**src/rtl/sequential_right_shifter_if.sv**
```systemverilog
// Operand/result handshake between the ALU sequencer (master) and the
// multi-cycle right shifter (slave).
interface sequential_right_shifter_if;
   logic        start;
   logic [31:0] data;
   logic [4:0]  shamt;
   logic        arith;
   logic [31:0] dataOut;
   logic        busy;
   logic        done;

   modport master (
      output start, data, shamt, arith,
      input  dataOut, busy, done
   );

   modport slave (
      input  start, data, shamt, arith,
      output dataOut, busy, done
   );
endinterface

```
**src/rtl/sequential_right_shifter.sv**
```systemverilog
// Multi-cycle 32-bit SRL/SRA: resolves one shamt bit per clock (1,2,4,8,16)
// on a single working register, with a start/busy/done handshake.
module sequential_right_shifter (
   input  logic                             clk,
   input  logic                             rst_n,
   sequential_right_shifter_if.slave        bus
);

   typedef enum logic [1:0] {IDLE, SHIFT, DONE} state_t;

   state_t      state_q, state_d;
   logic [2:0]  cnt_q, cnt_d;
   logic [31:0] work_q, work_d;
   logic [31:0] dout_q, dout_d;
   logic [4:0]  shamt_q, shamt_d;
   logic        fill_q, fill_d;
   logic        busy_q, busy_d;
   logic        done_q, done_d;
   logic [31:0] stage_res;

   // Shift by 2^k, back-filling the vacated bits with the fill bit.
   function automatic logic [31:0] shift_stage(input logic [31:0] w,
                                               input logic [2:0]  k,
                                               input logic        fill);
      logic [63:0] ext;
      ext = {{32{fill}}, w} >> (6'd1 << k);
      return ext[31:0];
   endfunction

   always_comb begin
      stage_res = work_q;
      if (cnt_q <= 3'd4 && shamt_q[cnt_q])
         stage_res = shift_stage(work_q, cnt_q, fill_q);
   end

   always_comb begin
      state_d = state_q;
      cnt_d   = cnt_q;
      work_d  = work_q;
      dout_d  = dout_q;
      shamt_d = shamt_q;
      fill_d  = fill_q;
      busy_d  = 1'b0;
      done_d  = 1'b0;
      case (state_q)
         IDLE, DONE: begin
            if (bus.start) begin
               work_d  = bus.data;
               shamt_d = bus.shamt;
               // Fill is frozen from the original sign bit, never the shifting register.
               fill_d  = bus.arith & bus.data[31];
               cnt_d   = 3'd0;
               state_d = SHIFT;
               busy_d  = 1'b1;
            end else begin
               state_d = IDLE;
            end
         end
         SHIFT: begin
            work_d = stage_res;
            cnt_d  = cnt_q + 3'd1;
            if (cnt_q == 3'd4) begin
               dout_d  = stage_res;
               state_d = DONE;
               done_d  = 1'b1;
            end else begin
               busy_d = 1'b1;
            end
         end
         default: state_d = IDLE;
      endcase
   end

   always_ff @(posedge clk or negedge rst_n) begin
      if (!rst_n) begin
         state_q <= IDLE;
         cnt_q   <= 3'd0;
         work_q  <= 32'h0;
         dout_q  <= 32'h0;
         shamt_q <= 5'd0;
         fill_q  <= 1'b0;
         busy_q  <= 1'b0;
         done_q  <= 1'b0;
      end else begin
         state_q <= state_d;
         cnt_q   <= cnt_d;
         work_q  <= work_d;
         dout_q  <= dout_d;
         shamt_q <= shamt_d;
         fill_q  <= fill_d;
         busy_q  <= busy_d;
         done_q  <= done_d;
      end
   end

   assign bus.dataOut = dout_q;
   assign bus.busy    = busy_q;
   assign bus.done    = done_q;

endmodule
```
**src/flat_wrapper.sv**
```systemverilog
// flat-port wrapper written by rule: the top's interface ports become plain ports
module sequential_right_shifter_flat 
  (clk, rst_n, bus_start, bus_data, bus_shamt, bus_arith, bus_dataOut, bus_busy, bus_done);
  sequential_right_shifter_if bus_i ();
  input  logic clk;
  input  logic rst_n;
  input wire logic [$bits(bus_i.start)-1:0] bus_start;
  input wire logic [$bits(bus_i.data)-1:0] bus_data;
  input wire logic [$bits(bus_i.shamt)-1:0] bus_shamt;
  input wire logic [$bits(bus_i.arith)-1:0] bus_arith;
  output wire logic [$bits(bus_i.dataOut)-1:0] bus_dataOut;
  output wire logic [$bits(bus_i.busy)-1:0] bus_busy;
  output wire logic [$bits(bus_i.done)-1:0] bus_done;
  assign bus_i.start = bus_start;
  assign bus_i.data = bus_data;
  assign bus_i.shamt = bus_shamt;
  assign bus_i.arith = bus_arith;
  assign bus_dataOut = bus_i.dataOut;
  assign bus_busy = bus_i.busy;
  assign bus_done = bus_i.done;
  sequential_right_shifter u_core (.clk(clk), .rst_n(rst_n), .bus(bus_i));
endmodule
```
**config.mk**
```make
export PLATFORM = sky130hd
export DESIGN_NAME = sequential_right_shifter_flat
export DESIGN_NICKNAME = d
export VERILOG_FILES = /design/src/rtl/sequential_right_shifter_if.sv /design/src/rtl/sequential_right_shifter.sv /design/src/flat_wrapper.sv
export SDC_FILE = /design/constraint.sdc
export NUM_CORES = 1
export LEC_CHECK = 0
export BUFFER_PORTS_ARGS = -buffer_cell sky130_fd_sc_hd__buf_2
export CORE_MARGIN = 5
export CORE_UTILIZATION = 35
export CTS_CLUSTER_SIZE = 12
export DETAILED_ROUTE_END_ITERATION = 6
export GPL_ROUTABILITY_DRIVEN = 0
export PLACE_DENSITY = 0.5
export SLEW_MARGIN = 20
export SYNTH_ARGS = -nofsm -noshare
export SYNTH_HDL_FRONTEND = slang
export SYNTH_SLANG_ARGS = --single-unit
```
**constraint.sdc**
```tcl
create_clock -name clk -period 8.7 [get_ports clk]
set_clock_uncertainty 0.1 [all_clocks]
set_input_delay 1.74 -clock clk [delete_from_list [all_inputs] [get_ports clk]]
set_output_delay 1.74 -clock clk [all_outputs]
set_load 0.05 [all_outputs]
```
# After elaboration in Yosys (flattened, before gate mapping)
# Index checks and enable logic that the tools add are counted.
# op_classes
eq_ne	5
reduce_logical	7
addsub	1
n_shift	2
order_cmp	2
bitwise	1
mux	15
# ops
cell	count
2-to-1 mux 32 bit	2
case mux 32 bit (2 select lines)	1
right shift 64 x 6 -> 32 bit	1
2-to-1 mux 1 bit	6
case mux 3 bit (2 select lines)	1
AND reduction 2 bit	3
left shift 1 x 3 -> 6 bit (first input constant)	1
< comparator 3 x 4 -> 1 bit (second input constant)	1
case mux 2 bit (2 select lines)	1
adder 3 x 1 -> 3 bit (second input constant)	1
binary-select mux 1 bit (select 3 bit)	1
equality test 3 bit (second input constant)	1
<= comparator 3 bit (second input constant)	1
2-to-1 mux 3 bit	1
equality test 2 x 1 -> 1 bit (second input constant)	1
equality test 2 bit (second input constant)	1
logical NOT 2 bit	1
2-to-1 mux 2 bit	1
inequality test 2 x 1 -> 1 bit (second input constant)	1
inequality test 2 bit (second input constant)	1
case mux 1 bit (2 select lines)	1
nonzero test 2 bit	1
OR reduction 2 bit	1
AND 1 bit	1
logical AND 1 bit	1
# totals
input_bits	41
output_inout_bits	34
ff_bits	77

# Longest topological paths before layout
# logic_depth
ltp_word	5
mapped_depth	13
depth_no_buf	9

# Worst setup path after synthesis
# OpenSTA, ideal clock, no wires.
# synth_timing
path_type	input to register
from	input bus_start
to	register u_core.work_q[1]
setup_ps	124
arrival_ps	2652
stages	6
path_buffers	1
slack_ps	5824
cell_sequence	nor2b_1 > clkbuf_1 > nor2_1 > a21oi_1 > o221ai_1 > nand2_1
# synth_between
elab_chain_len	2
# synth_rtl
element	line	source
start, declared	flat_wrapper.sv:7	input wire logic [$bits(bus_i.start)-1:0] bus_start;
inequality test 2 bit (no line)	n/a	
AND reduction 2 bit (no line)	n/a	
end signal, assigned	sequential_right_shifter.sv:87	work_q <= work_d;
end, declared	sequential_right_shifter.sv:13	logic [31:0] work_q, work_d;
# No other way between the ends.
# A chain may end at the register's enable or synchronous reset.

# Worst setup path after layout
# layout_timing
from	register u_core.cnt_q[0]
to	register u_core.work_q[21]
# layout_between
elab_chain_len	5
word_cells_on_any_way	8
# layout_rtl
element	line	source
start, declared	sequential_right_shifter.sv:12	logic [2:0] cnt_q, cnt_d;
start signal, assigned	sequential_right_shifter.sv:86	cnt_q <= cnt_d;
parallel branches: the longest is 3 deep, another holds right shift 64 x 6 -> 32 bit	n/a	
2-to-1 mux 32 bit (*)	sequential_right_shifter.sv:32	if (cnt_q <= 3'd4 && shamt_q[cnt_q])
case mux 32 bit (2 select lines) (*)	sequential_right_shifter.sv:45	case (state_q)
# Every way passes the cells marked *. The select of a mux whose other input is x is not followed.

==> out/metrics.cfg <==
[clocking]
cts.htree.levels = 3
clkSinkCount = 77
clk_transition_reported_paths_ns = 0.07
holdBufCountCts = 0
post_cts_buffers = 0
cts_inserted_buffers = 9
worst_skew_pair.late_latency_ns = 0.35
cts-resized-gates = 0
cts_tree = done
cts_root_buffer = sky130_fd_sc_hd__clkbuf_16
cts.path.max_buffers = 2

[grt]
grt_remaining_overflow = 0
antenna_violations_before_repair = 0
grt_start_max_net_pins = 78
global_route.usage.total_pct = 22.7
first_pass_grt_wire_length_um = 35900
grt_pass1_vias = 5961

[floorplanning]
design.core.area_um2 = 17300
die-height_um = 143
dieArea_um2 = 20400
die_width_um = 143
io-pin-count = 75
start_util_pct = 35.8
placement_rows = 48

[route]
antenna_left = 0
first_iter_violations = 816
post_drt_wl_per_cell_um = 23.9
postRouteWirelength_um = 23500
num_vias = 6262
vias_per_cell = 6.38
firstDrtPassIters = 6
remaining_drc_errors = 0

[sta]
maxSlewHeadroom_pct = 32.7
unrepaired_setup_endpoints_after_global_routing = no
timing.final.crit_share_pct = 43.0
finalSetupViolations = 0
final.setup.tns_ns = 0
finalWorstPathRequiredPeriod_ns = 3.74
clock.fmax_mhz = 268
tightestPinTransition_ns = 1.01
timing_max_transition_violations_final = 0
count_of_endpoints_failing_hold_in_the_final_timing_report = 0

[yosys]
synth-main-ff-cell = sky130_fd_sc_hd__dfrtp_1
postSynthRegisterBits = 77
syn-num-nets = 775
number_of_cells_produced_by_synthesis = 729
yosysWarningCount = 0
synth_async_sr_flop_share_pct = 100
postSynthAreaPerCell_um2 = 8.49
synth.cell_area_um2 = 6190
synth_sequential_area_ratio_pct = 31.1
yosys.cell_types.count = 75
synth_enable_flop_cells = 0

[worst_setup_path]
end_kind = register
timing.critical_path.slowest_cell_delay_ns = 0.84
critical_path.cell_chain = inv_1 > ha_2 > buf_4 > and2_1 > nand3_1 > nand2_1 > o21ai_2 > a222oi_1 > o31ai_1
r2r.worst_path.cells = 9
r2r_setup_slack_ns = 4.96
path_class = reg -> reg
kind_of_start_point_of_the_critical_path = register
critPathLaunch = u_core.cnt_q[0]$_DFFE_PN0P_
crit_arrival_ns = 3.84
crit_required_ns = 8.81
critical_path.reg2reg.endpoint = u_core.work_q[21]$_DFFE_PN0P_
critical_path.reg2reg.startpoint = u_core.cnt_q[0]$_DFFE_PN0P_
path_max_fanout = 54
worstSetupEndpoint = u_core.work_q[21]$_DFFE_PN0P_
cp_slowest_cell = sky130_fd_sc_hd__nand2_1

[layout]
num-nets-final = 797
most-common-layout-cells = sky130_fd_sc_hd__nand2_1 (89), sky130_fd_sc_hd__dfrtp_1 (77), sky130_fd_sc_hd__buf_2 (73)
fillCellCount = 1784
area_growth_pct = 11.5
antenna-diode-count = 0
drive_above_1_share_pct = 18.0
layout.cells.most_common = sky130_fd_sc_hd__nand2_1

[run]
maxCapViolations = 0

[placed_design]
hpwl_um = 17100
port_buffers = 74

[worst_hold_path]
type_of_the_worst_min_delay_path = reg -> reg

[run_status]
outcome = finished clean

==> worst min-delay path by stage <==
stage | from | endpoint | slack (ns) | cells past startpoint
6_report | u_core.bus.dataOut[31]$_DFFE_PN0P_ | u_core.bus.dataOut[31]$_DFFE_PN0P_ | 0.38 | 2
5_1_grt | u_core.bus.dataOut[13]$_DFFE_PN0P_ | u_core.bus.dataOut[13]$_DFFE_PN0P_ | 0.40 | 2
4_1_cts | u_core.bus.dataOut[13]$_DFFE_PN0P_ | u_core.bus.dataOut[13]$_DFFE_PN0P_ | 0.38 | 2
3_5_place_dp | u_core.bus.dataOut[13]$_DFFE_PN0P_ | u_core.bus.dataOut[13]$_DFFE_PN0P_ | 0.37 | 2
3_3_place_gp | u_core.bus.dataOut[10]$_DFFE_PN0P_ | u_core.bus.dataOut[10]$_DFFE_PN0P_ | 0.36 | 2
2_1_floorplan | u_core.shamt_q[0]$_DFFE_PN0P_ | u_core.shamt_q[0]$_DFFE_PN0P_ | 0.34 | 2
==> Yosys cell counts (5+ instances only) <==
cell type,n,share of area [%]
sky130_fd_sc_hd__a211oi_1,9,1.1
sky130_fd_sc_hd__a21oi_1,30,2.4
sky130_fd_sc_hd__a221o_1,8,1.3
sky130_fd_sc_hd__a221oi_1,8,1.1
sky130_fd_sc_hd__a222oi_1,7,1.1
sky130_fd_sc_hd__a22oi_1,26,3.2
sky130_fd_sc_hd__a2bb2oi_1,8,1.1
sky130_fd_sc_hd__a31oi_1,9,0.91
sky130_fd_sc_hd__and3_1,9,0.91
sky130_fd_sc_hd__buf_2,23,1.9
sky130_fd_sc_hd__buf_4,5,0.61
sky130_fd_sc_hd__clkbuf_1,38,2.3
sky130_fd_sc_hd__dfrtp_1,77,31
sky130_fd_sc_hd__ha_1,5,1.0
sky130_fd_sc_hd__inv_1,15,0.91
sky130_fd_sc_hd__mux2i_1,44,7.1
sky130_fd_sc_hd__mux4_2,16,5.8
sky130_fd_sc_hd__nand2_1,89,5.4
sky130_fd_sc_hd__nand2b_1,11,1.1
sky130_fd_sc_hd__nand3_1,15,1.2
sky130_fd_sc_hd__nand4_1,8,0.81
sky130_fd_sc_hd__nor2_1,69,4.2
sky130_fd_sc_hd__nor2b_1,5,0.51
sky130_fd_sc_hd__nor3_1,5,0.40
sky130_fd_sc_hd__nor3b_1,9,1.1
sky130_fd_sc_hd__o21ai_0,34,2.8
sky130_fd_sc_hd__o21ai_1,24,1.9
sky130_fd_sc_hd__o22ai_1,9,0.91
sky130_fd_sc_hd__o31ai_1,23,2.8
==> final cells by class <==
cell class                      count  area, um^2  share of cell area [%]
Clock inverter                      5        82.6                    1.20
Clock buffer                       11         253                    3.66
Multi-Input combinational cell    560        3830                    55.5
Tap cell                          225         282                    4.08
Sequential cell                    77        1930                    27.9
Timing Repair Buffer               85         459                    6.66
Inverter                           18        67.6                   0.980
==> logic make-up after synthesis <==
| logic type | Yosys count | synth area share (%) |
|---|---|---|
| AO/OA/AOI/OAI | 246 | 28.1 |
| adder cells (fa/ha/maj) | 5 | 1.01 |
| buffers and inverters | 92 | 7.14 |
| flip-flops | 77 | 31.1 |
| multiplexers | 66 | 14.0 |
| AND/OR/NAND/NOR | 243 | 18.6 |
==> per-layer routing <==
metal  wire (um)  track usage [%]
met3        2610             5.59
met1        9810             32.2
met2       10400             34.1
met4         598             7.45
met5           0                0
==> critical path, delay by kind of cell (launching register included) <==
family          cells  cell delay, ns
simple gates        3            1.34
flops               1            0.45
fa+ha+maj           1            0.18
compound gates      3            0.88
buf+inv             2            0.62
==> sequential cells by signal, summed over array words and instances (netlist names) <==
name,cells
u_core.bus.dataOut,32
u_core.fill_q,1
u_core.shamt_q,5
u_core.work_q,32
u_core.bus.done,1
u_core.bus.busy,1
u_core.cnt_q,3
u_core.state_q,2
==> metrics by stage <==
stage | cells | util (%) | hold WS [ns] | area (um^2) | worst slack [ns]
floorplan | 729 | - | 0.345 | 6190 | 5.82
global placement | 965 | 37.9 | 0.359 | 6560 | 4.97
detailed placement | 965 | 37.9 | 0.368 | 6560 | 4.94
CTS | 981 | 39.9 | 0.381 | 6890 | 4.94
global route | 981 | 39.9 | 0.401 | 6900 | 4.67
finish | 981 | 39.9 | 0.375 | 6900 | 4.96
Power is not shown: default switching activity piles up to over one toggle a cycle in this logic, so the estimate is an artifact.
